## src/rtl/texel_stream_assembler.sv

```systemverilog
// ---------------------------------------------------------------------------
// texel_stream_assembler
//
// Parses framed records (FRAME_START, WORDS payload words, FRAME_END) from the
// AHB user read buffer, unpacks each payload into a flat texel record and
// queues complete records in a DEPTH-entry FIFO for the rasteriser.
//
// Ports
//   clk                   system clock
//   n_rst                 synchronous active-low reset
//   ahb_buffer            current AHB word
//   ahb_data_available    ahb_buffer holds a valid word
//   ahb_user_read_buffer  word accepted this cycle (pops the AHB buffer)
//   texel_read            consumer pops the FIFO head
//   texel_data_out        FIFO head record (zero while the FIFO is empty)
//   texel_ready           FIFO non-empty
//   fifo_count            records queued
//   frame_error           one-cycle pulse after a bad END word
//   err_count             saturating framing-error count
//
// Record layout from bit 0: p.x p.y p.z q.x q.y q.z r.x r.y r.z (COORD_W
// each), then colour r g b (CHAN_W each). Payload word k fills record bits
// [k*BUS_W +: BUS_W]; last-word bits at or above REC_W are dropped.
//
// Handshakes: a word moves from the AHB buffer when ahb_data_available and
// ahb_user_read_buffer are both high on a clk edge; a record leaves the FIFO
// when texel_read and texel_ready are both high on a clk edge. texel_read
// while the FIFO is empty is ignored.
// ---------------------------------------------------------------------------
module texel_stream_assembler #(
  parameter int BUS_W   = 32,
  parameter int COORD_W = 16,
  parameter int VERTS   = 3,
  parameter int CHAN_W  = 8,
  parameter int DEPTH   = 2,
  parameter logic [BUS_W-1:0] FRAME_START = BUS_W'(0),
  parameter logic [BUS_W-1:0] FRAME_END   = BUS_W'(1),
  localparam int REC_W = 3 * VERTS * COORD_W + 3 * CHAN_W,
  localparam int WORDS = (REC_W + BUS_W - 1) / BUS_W,
  localparam int CW    = $clog2(DEPTH + 1)
) (
  input  logic             clk,
  input  logic             n_rst,
  input  logic [BUS_W-1:0] ahb_buffer,
  input  logic             ahb_data_available,
  output logic             ahb_user_read_buffer,
  input  logic             texel_read,
  output logic [REC_W-1:0] texel_data_out,
  output logic             texel_ready,
  output logic [CW-1:0]    fifo_count,
  output logic             frame_error,
  output logic [7:0]       err_count
);

  localparam int CNT_W = (WORDS > 1) ? $clog2(WORDS) : 1;
  localparam int PW    = (DEPTH > 1) ? $clog2(DEPTH) : 1;

  typedef enum logic [1:0] {
    ST_HUNT = 2'd0,
    ST_DATA = 2'd1,
    ST_TAIL = 2'd2
  } state_t;

  state_t             state;
  logic [CNT_W-1:0]   word_cnt;
  logic [REC_W-1:0]   asm_reg;
  logic               ferr_q;
  logic [7:0]         err_q;

  logic [REC_W-1:0]   fifo_mem [DEPTH];
  logic [PW-1:0]      wr_ptr;
  logic [PW-1:0]      rd_ptr;
  logic [CW-1:0]      count;

  logic fifo_full;
  logic fifo_empty;
  logic accept;
  logic tail_word;
  logic is_start;
  logic is_end;
  logic push;
  logic bad_end;
  logic pop;

  assign fifo_full  = (count == CW'(DEPTH));
  assign fifo_empty = (count == '0);
  assign is_start   = (ahb_buffer == FRAME_START);
  assign is_end     = (ahb_buffer == FRAME_END);

  // Only the END slot waits for FIFO space; HUNT and DATA keep draining the
  // AHB buffer so the next record assembles under backpressure. No path from
  // texel_read reaches this signal.
  assign accept    = ahb_data_available && !((state == ST_TAIL) && fifo_full);
  assign tail_word = accept && (state == ST_TAIL);
  assign push      = tail_word && is_end;
  assign bad_end   = tail_word && !is_end;
  assign pop       = texel_read && !fifo_empty;

  function automatic logic [PW-1:0] next_ptr(input logic [PW-1:0] p);
    if (p == PW'(DEPTH - 1)) begin
      return '0;
    end
    return p + PW'(1);
  endfunction

  // Frame parser
  always_ff @(posedge clk) begin
    if (!n_rst) begin
      state    <= ST_HUNT;
      word_cnt <= '0;
      asm_reg  <= '0;
      ferr_q   <= 1'b0;
      err_q    <= 8'd0;
    end else begin
      ferr_q <= bad_end;
      if (bad_end && (err_q != 8'hFF)) begin
        err_q <= err_q + 8'd1;
      end
      if (accept) begin
        case (state)
          ST_HUNT: begin
            if (is_start) begin
              state    <= ST_DATA;
              word_cnt <= '0;
            end
          end
          ST_DATA: begin
            // Bit-wise scatter keeps every index constant and drops the
            // last-word bits that fall beyond the record.
            for (int b = 0; b < REC_W; b++) begin
              if (word_cnt == CNT_W'(b / BUS_W)) begin
                asm_reg[b] <= ahb_buffer[b % BUS_W];
              end
            end
            if (word_cnt == CNT_W'(WORDS - 1)) begin
              state <= ST_TAIL;
            end else begin
              word_cnt <= word_cnt + CNT_W'(1);
            end
          end
          ST_TAIL: begin
            word_cnt <= '0;
            // A START in the END slot is an error but also a fresh frame.
            state <= is_start ? ST_DATA : ST_HUNT;
          end
          default: begin
            state    <= ST_HUNT;
            word_cnt <= '0;
          end
        endcase
      end
    end
  end

  // Output FIFO control
  always_ff @(posedge clk) begin
    if (!n_rst) begin
      wr_ptr <= '0;
      rd_ptr <= '0;
      count  <= '0;
    end else begin
      if (push) begin
        wr_ptr <= next_ptr(wr_ptr);
      end
      if (pop) begin
        rd_ptr <= next_ptr(rd_ptr);
      end
      case ({push, pop})
        2'b10:   count <= count + CW'(1);
        2'b01:   count <= count - CW'(1);
        default: count <= count;
      endcase
    end
  end

  // Storage needs no reset: the read port is masked while the FIFO is empty.
  always_ff @(posedge clk) begin
    if (push) begin
      fifo_mem[wr_ptr] <= asm_reg;
    end
  end

  assign ahb_user_read_buffer = accept;
  assign texel_data_out       = fifo_empty ? '0 : fifo_mem[rd_ptr];
  assign texel_ready          = !fifo_empty;
  assign fifo_count           = count;
  assign frame_error          = ferr_q;
  assign err_count            = err_q;

endmodule

```

## config.mk

```make
export PLATFORM = sky130hd
export DESIGN_NAME = texel_stream_assembler
export DESIGN_NICKNAME = d
export VERILOG_FILES = /design/src/rtl/texel_stream_assembler.sv
export SDC_FILE = /design/constraint.sdc
export NUM_CORES = 1
export LEC_CHECK = 0
export CORE_UTILIZATION = 55
export CTS_BUF_LIST = sky130_fd_sc_hd__clkbuf_8 sky130_fd_sc_hd__clkbuf_16
export DETAILED_ROUTE_END_ITERATION = 10
export PLACE_DENSITY = 0.78
export SLEW_MARGIN = 20
export SYNTH_ARGS = -nofsm -noshare
export SYNTH_HDL_FRONTEND = slang
export SYNTH_SLANG_ARGS = --single-unit
```

## constraint.sdc

```tcl
create_clock -name clk -period 13.2 [get_ports clk]
set_input_delay 1.32 -clock clk [delete_from_list [all_inputs] [get_ports clk]]
set_output_delay 1.32 -clock clk [all_outputs]
set_load 0.005 [all_outputs]
```

==> metrics.csv <==
stage,metric,value,unit
run_status,status,"complete, no violations",
synthesis,syn_area,19400,sq um
die,rows,68,
synthesis,ys_ff_latch,523,
sta,clock_skew,0.0244,ns
sta,slew_viol_final,0,
critical_path,critical_path_required,13.36,ns
critical_path,r2r_slack,8.96,ns
sta,fmax,150,MHz
critical_path,crit_top_cell,buf_4,
critical_path,endpoint_kind,flop,
die,die_h,190,um
sta,rsz0062_at_grt,false,
critical_path,cp_top_family,simple AND/OR/NAND/NOR gates,
global_routing,grt_pass1_wl,71.6,mm
clock_tree,tritoncts,built,
clock_tree,cts_root_buf,clkbuf_16,
synthesis,seq_area_frac_synth,71.2,%
job,maxCapViolations,0,
pwr,p_per_area,132,nW/um^2
placed_design,dp_hpwl,30.0,mm
global_routing,grt.total_usage,26.5,%
placed_design,gp_congestion,0.830,
placed_design,placedCellCount,2168,
critical_path,path_max_fanout,74,
route,wl,48.0,mm
layout,fin_cells,2256,
die,io_pins,217,
clock_tree,cts.sinks,523,
pwr,ir_drop,0.0873,mV
global_routing,gr-total-overflow,0,
clock_tree,htreeDepth,2,
critical_path,cp.arrival,6.81,ns
route,drt_iter0_drc,1323,
die,dieArea,36100,sq um
route,met1_length,19.6,mm
min_path,worstHoldEndpoint,fifo_mem[0][148]$_DFFE_PP_,
pwr,p_int,2510,uW
synthesis,syn_avg_cell_area,12.3,sq um
pwr,power.switching,597,uW
layout,n_fill_cell,2463,
synthesis,synthArstFlopShare,0,%
synthesis,synthCells,1578,
pwr,pwr-share-comb,1.1,%
route,wire_per_inst,21.3,um
pwr,p_seq_share,55.2,%
route,via_count,12800,
layout,antenna_cells,0,
min_path,worstHoldStart,asm_reg[148]$_SDFFE_PN0P_,
min_path,hold_class,reg2reg,
sta,finalHoldViolCount,0,
layout,drive_gt1_share,5.66,%
layout,fin_nets,1805,
clock_tree,clkLatencyLatePin,0.56,ns
sta,tightest_slew,1.12,ns
synthesis,synth-edff-count,336,
route,dr.pass1.iters,5,
sta,relSlewSlack,24.7,%
critical_path,path_cells,clkdlybuf4s50_1 > nor4_1 > nand4_1 > nor3_2 > nand2_1 > nor2_4 > buf_4 > buf_4,
clock_tree,cts_setup_buffers,0,
critical_path,r2r-start,fifo_count[0]$_SDFFE_PN0P_,
global_routing,antenna_found_initial,0,
die,start_util,56.1,%
synthesis,synth.distinct_cells,43,
global_routing,first_global_vias,12300,
route,met3_length,3.94,mm
synthesis,yosys_warnings,0,
route,dr.max_layer_used,met4,
route,drt-vias-per-instance,5.68,
clock_tree,clock_path_buffers,3,
route,drcViolationCount,0,
clock_tree,clk_pin_slew,0.06,ns
critical_path,crit_path_max_incr_delay,0.92,ns
clock_tree,cts_made_buffers,47,
layout,layout_commonest_cell,edfxtp_1,
critical_path,critPathBufInv,3,
critical_path,critical_path.startpoint_type,input pin,
pwr,clockPowerShare,43.6,%
pwr,swShare,19.2,%
min_path,hold_depth,0,
pwr,power.leakage,0.00748,uW
die,die_w,190,um
layout,syn2layout_area_growth,21.0,%
layout,final_cell_mix,"edfxtp_1 (336), nand2_1 (330), clkdlybuf4s50_1 (216), dfxtp_1 (186), nor2_1 (184)",
synthesis,synthFlopType,edfxtp_1,
critical_path,path_class,in2reg,
route,ant_nets,0,
critical_path,rr_endpoint,fifo_mem[0][20]$_DFFE_PP_,
critical_path,worst_path_max_delay_cell,nor3_2,
layout,largest_reg_flops,336,
layout,final_design_area_no_fill,23500,sq um
die,core_area,34600,sq um
sta,finalCritPeriodShare,50.4,%
sta,setup_violations,0,
synthesis,syn_nets,1621,
clock_tree,postCtsResizedCells,0,
global_routing,grt_max_degree,146,
placed_design,port_buffers,216,
clock_tree,ctsHoldBuffers,0,
critical_path,r2r_cells,6,
sta,period_minus_slack,6.66,ns
sta,setup_tns,0,ns
placed_design,dpl_cell_area,21900,sq um
route,met2_length,23.3,mm
-- kinds of logic (layout without fill, tap and decap cells) --
logic type	count (synthesis)	in the layout	share of synthesized area, %
AOI/OAI and AO/OA	185	185	4.93
xor gates and xnor gates	3	3	0.135
adders and majority gates	7	7	0.451
buffers and inverters	109	332	2.29
DFF	523	523	71.2
muxes	179	179	9.22
and+or+nand+nor	572	572	11.8
-- worst max path at each step --
stage	start	endpoint	slack [ns]	cells past startpoint
2_1_floorplan	ahb_buffer[18]	fifo_mem[0][0]$_DFFE_PP_	3.15	6
4_1_cts	ahb_buffer[7]	fifo_mem[0][20]$_DFFE_PP_	6.68	8
3_3_place_gp	ahb_buffer[7]	fifo_mem[0][81]$_DFFE_PP_	6.25	8
6_report	ahb_buffer[7]	fifo_mem[0][20]$_DFFE_PP_	6.54	8
5_1_grt	ahb_buffer[6]	fifo_mem[0][112]$_DFFE_PP_	6.34	8
3_5_place_dp	ahb_buffer[7]	fifo_mem[0][81]$_DFFE_PP_	6.08	8
-- power groups by stage --
stage               Sequential [uW]  Combinational, uW  Clock, uW
detailed placement             1750               33.8          0
finish                         1720               34.7       1360
CTS                            1720               33.9       1370
global route                   1720               36.1       1430
floorplan                      1750               10.1          0
global placement               1750               32.4          0
-- worst register-to-register path, delay by kind of cell (launching register included) --
family                 cells  cell delay [ns]
buffers and inverters      2             1.81
DFF                        1             0.47
and+or+nand+nor            4             1.50
-- Yosys cell counts, drive strengths merged (6+ instances only) --
| cell type | number | area [sq um] |
|---|---|---|
| ha | 7 | 87.6 |
| nor4 | 8 | 50.1 |
| nor2 | 189 | 712 |
| mux2i | 179 | 1790 |
| nand2 | 330 | 1240 |
| dfxtp | 187 | 3740 |
| nand3 | 8 | 40.0 |
| buf | 21 | 114 |
| edfxtp | 336 | 10100 |
| nor3 | 6 | 35.0 |
| inv | 9 | 33.8 |
| a21oi | 170 | 851 |
| clkbuf | 79 | 297 |
-- per-stage QoR --
step                setup WS [ns]  power (uW)  utilization, %  hold WS, ns
floorplan                    3.15        1760               -        0.425
global placement             6.25        1790            63.4        0.427
detailed placement           6.08        1790            63.4        0.435
CTS                          6.68        3120            67.9        0.429
global route                 6.34        3190            67.9        0.450
finish                       6.54        3110            67.9        0.429
-- final cells by class --
class	instances	area (sq um)	share of cell area, %
clock inverters	32	255	1.09
repair buffers	235	2320	9.85
multi-input cells	946	5190	22.1
well taps	455	569	2.42
flip-flops and latches	523	13800	58.8
clock buffers	56	1310	5.58
inverters	9	38.8	0.165
-- metal layers --
layer	vias to the layer above	global-route usage, %
met5	-	0
met4	0	7.32
met3	89	3.80
met2	593	42.7
met1	6283	37.6
li1	5855	-
Note: power is estimated with default switching activity, not from simulation.
